**src/rtl/pipeline_sequencer_pkg.sv**
```systemverilog
// Shared definitions for the pipeline sequencer and its hazard unit.
// Holds the sequencer state encodings and the MIPS opcode constants. The control
// decoder uses the same opcode constants.
package pipeline_sequencer_pkg;

  localparam int unsigned NB_OPCODE_DEF   = 6;
  localparam int unsigned NB_REG_ADDR_DEF = 5;

  localparam logic [5:0] OP_RTYPE = 6'b000000;
  localparam logic [5:0] OP_LW    = 6'b100011;
  localparam logic [5:0] OP_SW    = 6'b101011;
  localparam logic [5:0] OP_BEQ   = 6'b000100;
  localparam logic [5:0] OP_J     = 6'b000010;
  localparam logic [5:0] OP_HALT  = 6'b111111;

  // Codes 6 and 7 are unused; the FSM sends them back to StIdle.
  typedef enum logic [2:0] {
    StIdle     = 3'd0,
    StRun      = 3'd1,
    StStepWait = 3'd2,
    StStepExec = 3'd3,
    StDrain    = 3'd4,
    StHalted   = 3'd5
  } state_e;

endpackage

```
**src/rtl/pipeline_sequencer_hazard_detect.sv**
```systemverilog
// hazard_detect: combinational load-use hazard compare.
// Ports:
//   i_idex_mem_read  MemRead of the instruction in ID/EX
//   i_idex_rt        destination rt of the load in ID/EX
//   i_ifid_rs        rs of the instruction in IF/ID
//   i_ifid_rt        rt of the instruction in IF/ID
//   o_stall          1 = the IF/ID instruction needs the loaded value next cycle
module hazard_detect
  import pipeline_sequencer_pkg::*;
#(
  parameter int unsigned NB_REG_ADDR = NB_REG_ADDR_DEF
) (
  input  logic                   i_idex_mem_read,
  input  logic [NB_REG_ADDR-1:0] i_idex_rt,
  input  logic [NB_REG_ADDR-1:0] i_ifid_rs,
  input  logic [NB_REG_ADDR-1:0] i_ifid_rt,
  output logic                   o_stall
);

  logic w_dest_nonzero;
  logic w_match;

  // A load into $zero never produces a value worth waiting for.
  assign w_dest_nonzero = (i_idex_rt != '0);
  assign w_match        = (i_idex_rt == i_ifid_rs) || (i_idex_rt == i_ifid_rt);
  assign o_stall        = i_idex_mem_read && w_dest_nonzero && w_match;

endmodule

```
**src/rtl/pipeline_sequencer.sv**
```systemverilog
// pipeline_sequencer: run/step/halt sequencer and hazard controller for the
// 5-stage MIPS pipeline.
// Ports:
//   i_clk, i_rst               clock, synchronous active-high reset
//   i_start, i_mode            leave IDLE; mode 0 = continuous, 1 = single-step
//   i_step                     advance one cycle from STEP_WAIT
//   i_opcode, i_ifid_rs/rt     fields of the instruction in IF/ID
//   i_idex_mem_read, i_idex_rt load information of the instruction in ID/EX
//   i_branch_taken, i_jump     control transfer resolved this cycle
//   o_pc_write, o_ifid_write   PC / IF/ID load enables
//   o_pipe_enable              load enable for ID/EX, EX/MEM, MEM/WB
//   o_ctrl_bubble              zero the control buses into ID/EX
//   o_ifid_flush               IF/ID loads a NOP
//   o_halted, o_state          registered status
//   o_cycle_count              saturating count of cycles with o_pipe_enable=1
module pipeline_sequencer
  import pipeline_sequencer_pkg::*;
#(
  parameter int unsigned          NB_OPCODE    = NB_OPCODE_DEF,
  parameter int unsigned          NB_REG_ADDR  = NB_REG_ADDR_DEF,
  parameter int unsigned          NB_CYCLE_CNT = 32,
  parameter logic [NB_OPCODE-1:0] HALT_OPCODE  = OP_HALT,
  parameter int unsigned          DRAIN_CYCLES = 4
) (
  input  logic                    i_clk,
  input  logic                    i_rst,
  input  logic                    i_start,
  input  logic                    i_mode,
  input  logic                    i_step,
  input  logic [NB_OPCODE-1:0]    i_opcode,
  input  logic [NB_REG_ADDR-1:0]  i_ifid_rs,
  input  logic [NB_REG_ADDR-1:0]  i_ifid_rt,
  input  logic                    i_idex_mem_read,
  input  logic [NB_REG_ADDR-1:0]  i_idex_rt,
  input  logic                    i_branch_taken,
  input  logic                    i_jump,
  output logic                    o_pc_write,
  output logic                    o_ifid_write,
  output logic                    o_pipe_enable,
  output logic                    o_ctrl_bubble,
  output logic                    o_ifid_flush,
  output logic                    o_halted,
  output logic [2:0]              o_state,
  output logic [NB_CYCLE_CNT-1:0] o_cycle_count
);

  localparam int unsigned NB_DRAIN = (DRAIN_CYCLES > 1) ? $clog2(DRAIN_CYCLES) : 1;
  localparam logic [NB_DRAIN-1:0] DRAIN_LOAD = NB_DRAIN'(DRAIN_CYCLES - 1);

  state_e                  r_state;
  state_e                  w_next_state;
  logic [NB_DRAIN-1:0]     r_drain_cnt;
  logic [NB_CYCLE_CNT-1:0] r_cycle_count;
  logic                    r_halted;
  logic                    w_drain_load;
  logic                    w_stall;
  logic                    w_flush_req;
  logic                    w_halt_req;

  hazard_detect #(
    .NB_REG_ADDR (NB_REG_ADDR)
  ) u_hazard_detect (
    .i_idex_mem_read (i_idex_mem_read),
    .i_idex_rt       (i_idex_rt),
    .i_ifid_rs       (i_ifid_rs),
    .i_ifid_rt       (i_ifid_rt),
    .o_stall         (w_stall)
  );

  assign w_flush_req = i_branch_taken || i_jump;
  assign w_halt_req  = (i_opcode == HALT_OPCODE);

  // Control outputs and next state. Flush beats load-use beats halt: a HALT
  // fetched down a mispredicted path must not stop the machine.
  always_comb begin
    o_pc_write    = 1'b0;
    o_ifid_write  = 1'b0;
    o_pipe_enable = 1'b0;
    o_ctrl_bubble = 1'b0;
    o_ifid_flush  = 1'b0;
    w_drain_load  = 1'b0;
    w_next_state  = r_state;
    case (r_state)
      StIdle: begin
        if (i_start) begin
          w_next_state = i_mode ? StStepWait : StRun;
        end
      end
      StRun, StStepExec: begin
        o_pc_write    = 1'b1;
        o_ifid_write  = 1'b1;
        o_pipe_enable = 1'b1;
        // A single step is consumed whatever happens in it.
        if (r_state == StStepExec) begin
          w_next_state = StStepWait;
        end
        if (w_flush_req) begin
          o_ifid_flush  = 1'b1;
          o_ctrl_bubble = 1'b1;
        end else if (w_stall) begin
          o_pc_write    = 1'b0;
          o_ifid_write  = 1'b0;
          o_ctrl_bubble = 1'b1;
        end else if (w_halt_req) begin
          o_pc_write    = 1'b0;
          o_ifid_write  = 1'b0;
          o_ctrl_bubble = 1'b1;
          w_drain_load  = 1'b1;
          w_next_state  = StDrain;
        end
      end
      StStepWait: begin
        if (i_step) begin
          w_next_state = StStepExec;
        end
      end
      StDrain: begin
        o_pipe_enable = 1'b1;
        o_ctrl_bubble = 1'b1;
        if (r_drain_cnt == '0) begin
          w_next_state = StHalted;
        end
      end
      StHalted: begin
        w_next_state = StHalted;
      end
      default: begin
        w_next_state = StIdle;
      end
    endcase
  end

  always_ff @(posedge i_clk) begin
    if (i_rst) begin
      r_state       <= StIdle;
      r_drain_cnt   <= '0;
      r_cycle_count <= '0;
      r_halted      <= 1'b0;
    end else begin
      r_state  <= w_next_state;
      r_halted <= (w_next_state == StHalted);
      if (w_drain_load) begin
        r_drain_cnt <= DRAIN_LOAD;
      end else if ((r_state == StDrain) && (r_drain_cnt != '0)) begin
        r_drain_cnt <= r_drain_cnt - 1'b1;
      end
      if (o_pipe_enable && (r_cycle_count != '1)) begin
        r_cycle_count <= r_cycle_count + 1'b1;
      end
    end
  end

  assign o_state       = r_state;
  assign o_halted      = r_halted;
  assign o_cycle_count = r_cycle_count;

endmodule

```
**config.mk**
```make
export PLATFORM = sky130hd
export DESIGN_NAME = pipeline_sequencer
export DESIGN_NICKNAME = d
export VERILOG_FILES = /design/src/rtl/pipeline_sequencer_pkg.sv /design/src/rtl/pipeline_sequencer_hazard_detect.sv /design/src/rtl/pipeline_sequencer.sv
export SDC_FILE = /design/constraint.sdc
export NUM_CORES = 1
export LEC_CHECK = 0
export BUFFER_PORTS_ARGS = -buffer_cell sky130_fd_sc_hd__buf_2
export CAP_MARGIN = 40
export CORE_ASPECT_RATIO = 0.6
export CORE_MARGIN = 2
export CORE_UTILIZATION = 25
export DETAILED_ROUTE_END_ITERATION = 6
export PLACE_DENSITY_LB_ADDON = 0.12
export SYNTH_ARGS = -nofsm -noshare
export SYNTH_HDL_FRONTEND = slang
export SYNTH_HIERARCHICAL = 1
export SYNTH_SLANG_ARGS = --single-unit
```
**constraint.sdc**
```tcl
create_clock -name i_clk -period 2.2 [get_ports i_clk]
set_input_delay 0 -clock i_clk [delete_from_list [all_inputs] [get_ports i_clk]]
set_output_delay 0 -clock i_clk [all_outputs]
set_load 0.05 [all_outputs]
```
==> run metrics <==
area of the multi-input gates around 0.0012 mm^2; starting density of the core 0.263; Nets between 300 and 400; Skew-Pair Late Insertion Delay 0.28 ns; area grow syn2layout 30.8%; IO Pins 70; Vias/cell roughly 4.8; largest family of logic cells by synthesized area simple AND/OR/NAND/NOR gates; Mapped Nets around 280; via count approximately 2.1k; GRT Resource Usage Total 0.132; Yosys cell types 38; Crit. End Element register; Worst Hold Class in2reg; commonest non-fill, non-tap cell in the layout buf_2; Pwr per Cell Area 621 mW/mm^2; CTS tree built; Hold Path Depth 3; Worst-Margin Slew around 0.76 ns; worst path required time between 2 and 2.5 ns; Core Region approximately 0.008 mm^2; Cell Chain, Critical Path ha_1 > and3_1 > nand3_1 > nand4bb_4 > buf_4 > or3_1 > a21oi_1; Die Height 75.3 um; RSZ-0062 raised after global routing no; first-pass GRT wire length roughly 9.6 mm; vias in the first global route roughly 1.9k; share of cells above drive strength 1 0.306; share of Yosys cell area claimed by the top area cell type 0.360; DRC 0; R2R Path End o_cycle_count[22]$_SDFFE_PP0P_; flop and latch count out of synthesis 38; design area 0.00277 mm^2; period utilization 0.933; Final Util 0.344; min Tclk post-route around 2 ns; Leakage roughly 1.1 nW; routability cong. 0.699; initial DRC count 96; Reg clk slew, reported paths roughly 0.06 ns; largest net degree at the start of global routing 39; antenna violations before repair 0; Crit path arrival time ~2.3 ns; status finished, final reports clean; Fmax 487 MHz; Syn Inst Count approximately 250; register area 763 um^2; Final WS setup 0.148 ns; compound-gate portion of the synthesized area 0.205; Post-DRT Antenna Nets 0; DP Worst Slack ~0.13 ns; Seq/Total Area, Yosys 0.360; Initial DRT Pass Iterations 4; Synth Area in XOR/XNOR 0.0538; Post-Syn Area approximately 0.0021 mm^2; Synth Warn # 6; Fillers roughly 840; placed inst area between 0.002 and 0.003 mm^2; hold bufs inserted after CTS 0; top cells by area, synth dfxtp_1 (36%), a21oi_1 (8.8%), or3_1 (5.3%); Synth Area in Simple Gates 0.305; crit path kind reg2reg; Slew Viols, Final 0; top cell type by total area after synthesis dfxtp_1; DR WL/cell between 10 and 15 um; Crit. Startpoint o_cycle_count[0]$_SDFFE_PP0P_; post-synthesis mux area share 0.00473; final setup violation count 0; commonest non-fill, non-tap cells in the layout buf_2 (69), a21oi_1 (37), dfxtp_1 (36); R2R Path Start o_cycle_count[0]$_SDFFE_PP0P_; MaxCap Viol Count 0; Final Hold Viols 0; CP startpoint kind register; Avg Inst Size Synth 8.40 um^2; min-delay src i_step; final wirelength 5.74 mm; full die area roughly 0.0092 mm^2; Max Clock Skew roughly 0.0080 ns; Max VDD drop 0.274 mV; grt ovf 0; Largest stage delay, worst path between 0.3 and 0.4 ns; Synth Area in Adders 0.0118; Die Wd 123 um; clock tree buffer depth 2; FF-to-FF path depth 7; H-tree depth 2; setup TNS 0 ns; CP max-delay cell dfxtp_2; worst slew margin relative to its limit 0.494; Crit Path Max Fanout 11; Detail Placement HPWL 4.25 mm; Antenna diodes 0; number of port buffers slightly below 70; Sinks on Clock Net 38; Hold Path End o_state[0]$_SDFF_PP0_; number of cell rows 25; r2r setup slk between 0.1 and 0.15 ns; cts bufs inserted 5; root buf cell clkbuf_16
==> per-layer routing <==
metal	wire [um]	GRT usage	up-vias	part of all wire
met5	0	0	-	0
met4	15	0.0230	0	0.0026
met3	288	0.0417	2	0.050
met2	2200	0.179	34	0.38
met1	3240	0.202	956	0.56
li1	-	-	1099	-
==> power by group <==
group | switching, mW | internal [mW]
registers | 0.0180 | 0.699
logic | 0.179 | 0.0851
clock network | 0.287 | 0.449
total | 0.484 | 1.23
==> stage by stage <==
stage / hold WS [ns] / instances / power, mW
5_1_grt: 0.0770 / 438 / 1.80
3_3_place_gp: 0.393 / 427 / 1.00
3_5_place_dp: 0.354 / 427 / 0.999
2_1_floorplan: 0.224 / 252 / 0.931
6_report: 0.0592 / 438 / 1.72
4_1_cts: 0.0557 / 435 / 1.74
==> how the worst max path moves through the flow <==
stage                                                end  depth (start not counted)
after floorplan            o_cycle_count[1]$_SDFFE_PP0P_                          7
after global placement    o_cycle_count[30]$_SDFFE_PP0P_                          6
after detailed placement  o_cycle_count[30]$_SDFFE_PP0P_                          6
after CTS                 o_cycle_count[30]$_SDFFE_PP0P_                          6
after global routing      o_cycle_count[22]$_SDFFE_PP0P_                          7
final                     o_cycle_count[22]$_SDFFE_PP0P_                          7
==> synth_stat cells <==
cell type	n
nand2_8	1
clkbuf_1	5
dfxtp_1	38
nor3_1	5
xnor2_1	6
nand3_1	13
a311oi_1	1
and4_1	6
nor2b_1	1
nand4_2	1
mux2i_1	1
ha_1	2
or2b_1	1
xor2_1	7
and3_1	1
inv_1	7
nand4_1	7
o21ai_0	18
a2111oi_0	1
a21oi_1	37
or2_4	2
or4b_1	1
nand2_1	15
nand4bb_4	1
o31ai_4	1
o21ai_1	1
o41ai_1	1
nor2_1	14
o31ai_1	12
or3b_4	1
or2b_2	1
buf_4	2
or4_1	13
and2_1	2
a21boi_0	1
o21a_1	1
or3_1	18
buf_6	6
==> registers in the layout, summed over array words and instances, names as in the netlist <==
register / count
o_cycle_count: 32
o_state: 3
r_drain_cnt: 2
o_halted: 1
==> cells by family after synthesis <==
logic type	Yosys count
fa+ha+maj	2
compound gates	74
simple gates	104
mux	1
buf+inv	20
xor+xnor	13
flops	38
==> critical path: cells and delay by family (launching register included) <==
| kind | cells | cell delay (ns) |
|---|---|---|
| adder cells (fa/ha/maj) | 1 | 0.19 |
| flip-flops | 1 | 0.37 |
| AND/OR/NAND/NOR | 4 | 1.08 |
| buffers and inverters | 1 | 0.19 |
| AO/OA/AOI/OAI | 1 | 0.14 |
==> layout make-up <==
type / count / area share
Multi-Input combinational cell: 194 / 0.444
Timing Repair Buffer: 83 / 0.167
Clock buffer: 6 / 0.0502
Clock inverter: 2 / 0.00452
Tap cell: 108 / 0.0488
Sequential cell: 38 / 0.276
Inverter: 7 / 0.00950
==> what timing repair did <==
action,4_1_cts,5_1_grt
setup endpoints to repair,0,1
gates resized for setup,0,0
buffers inserted,0,3
No activity file was read; power rests on OpenSTA's default activity.
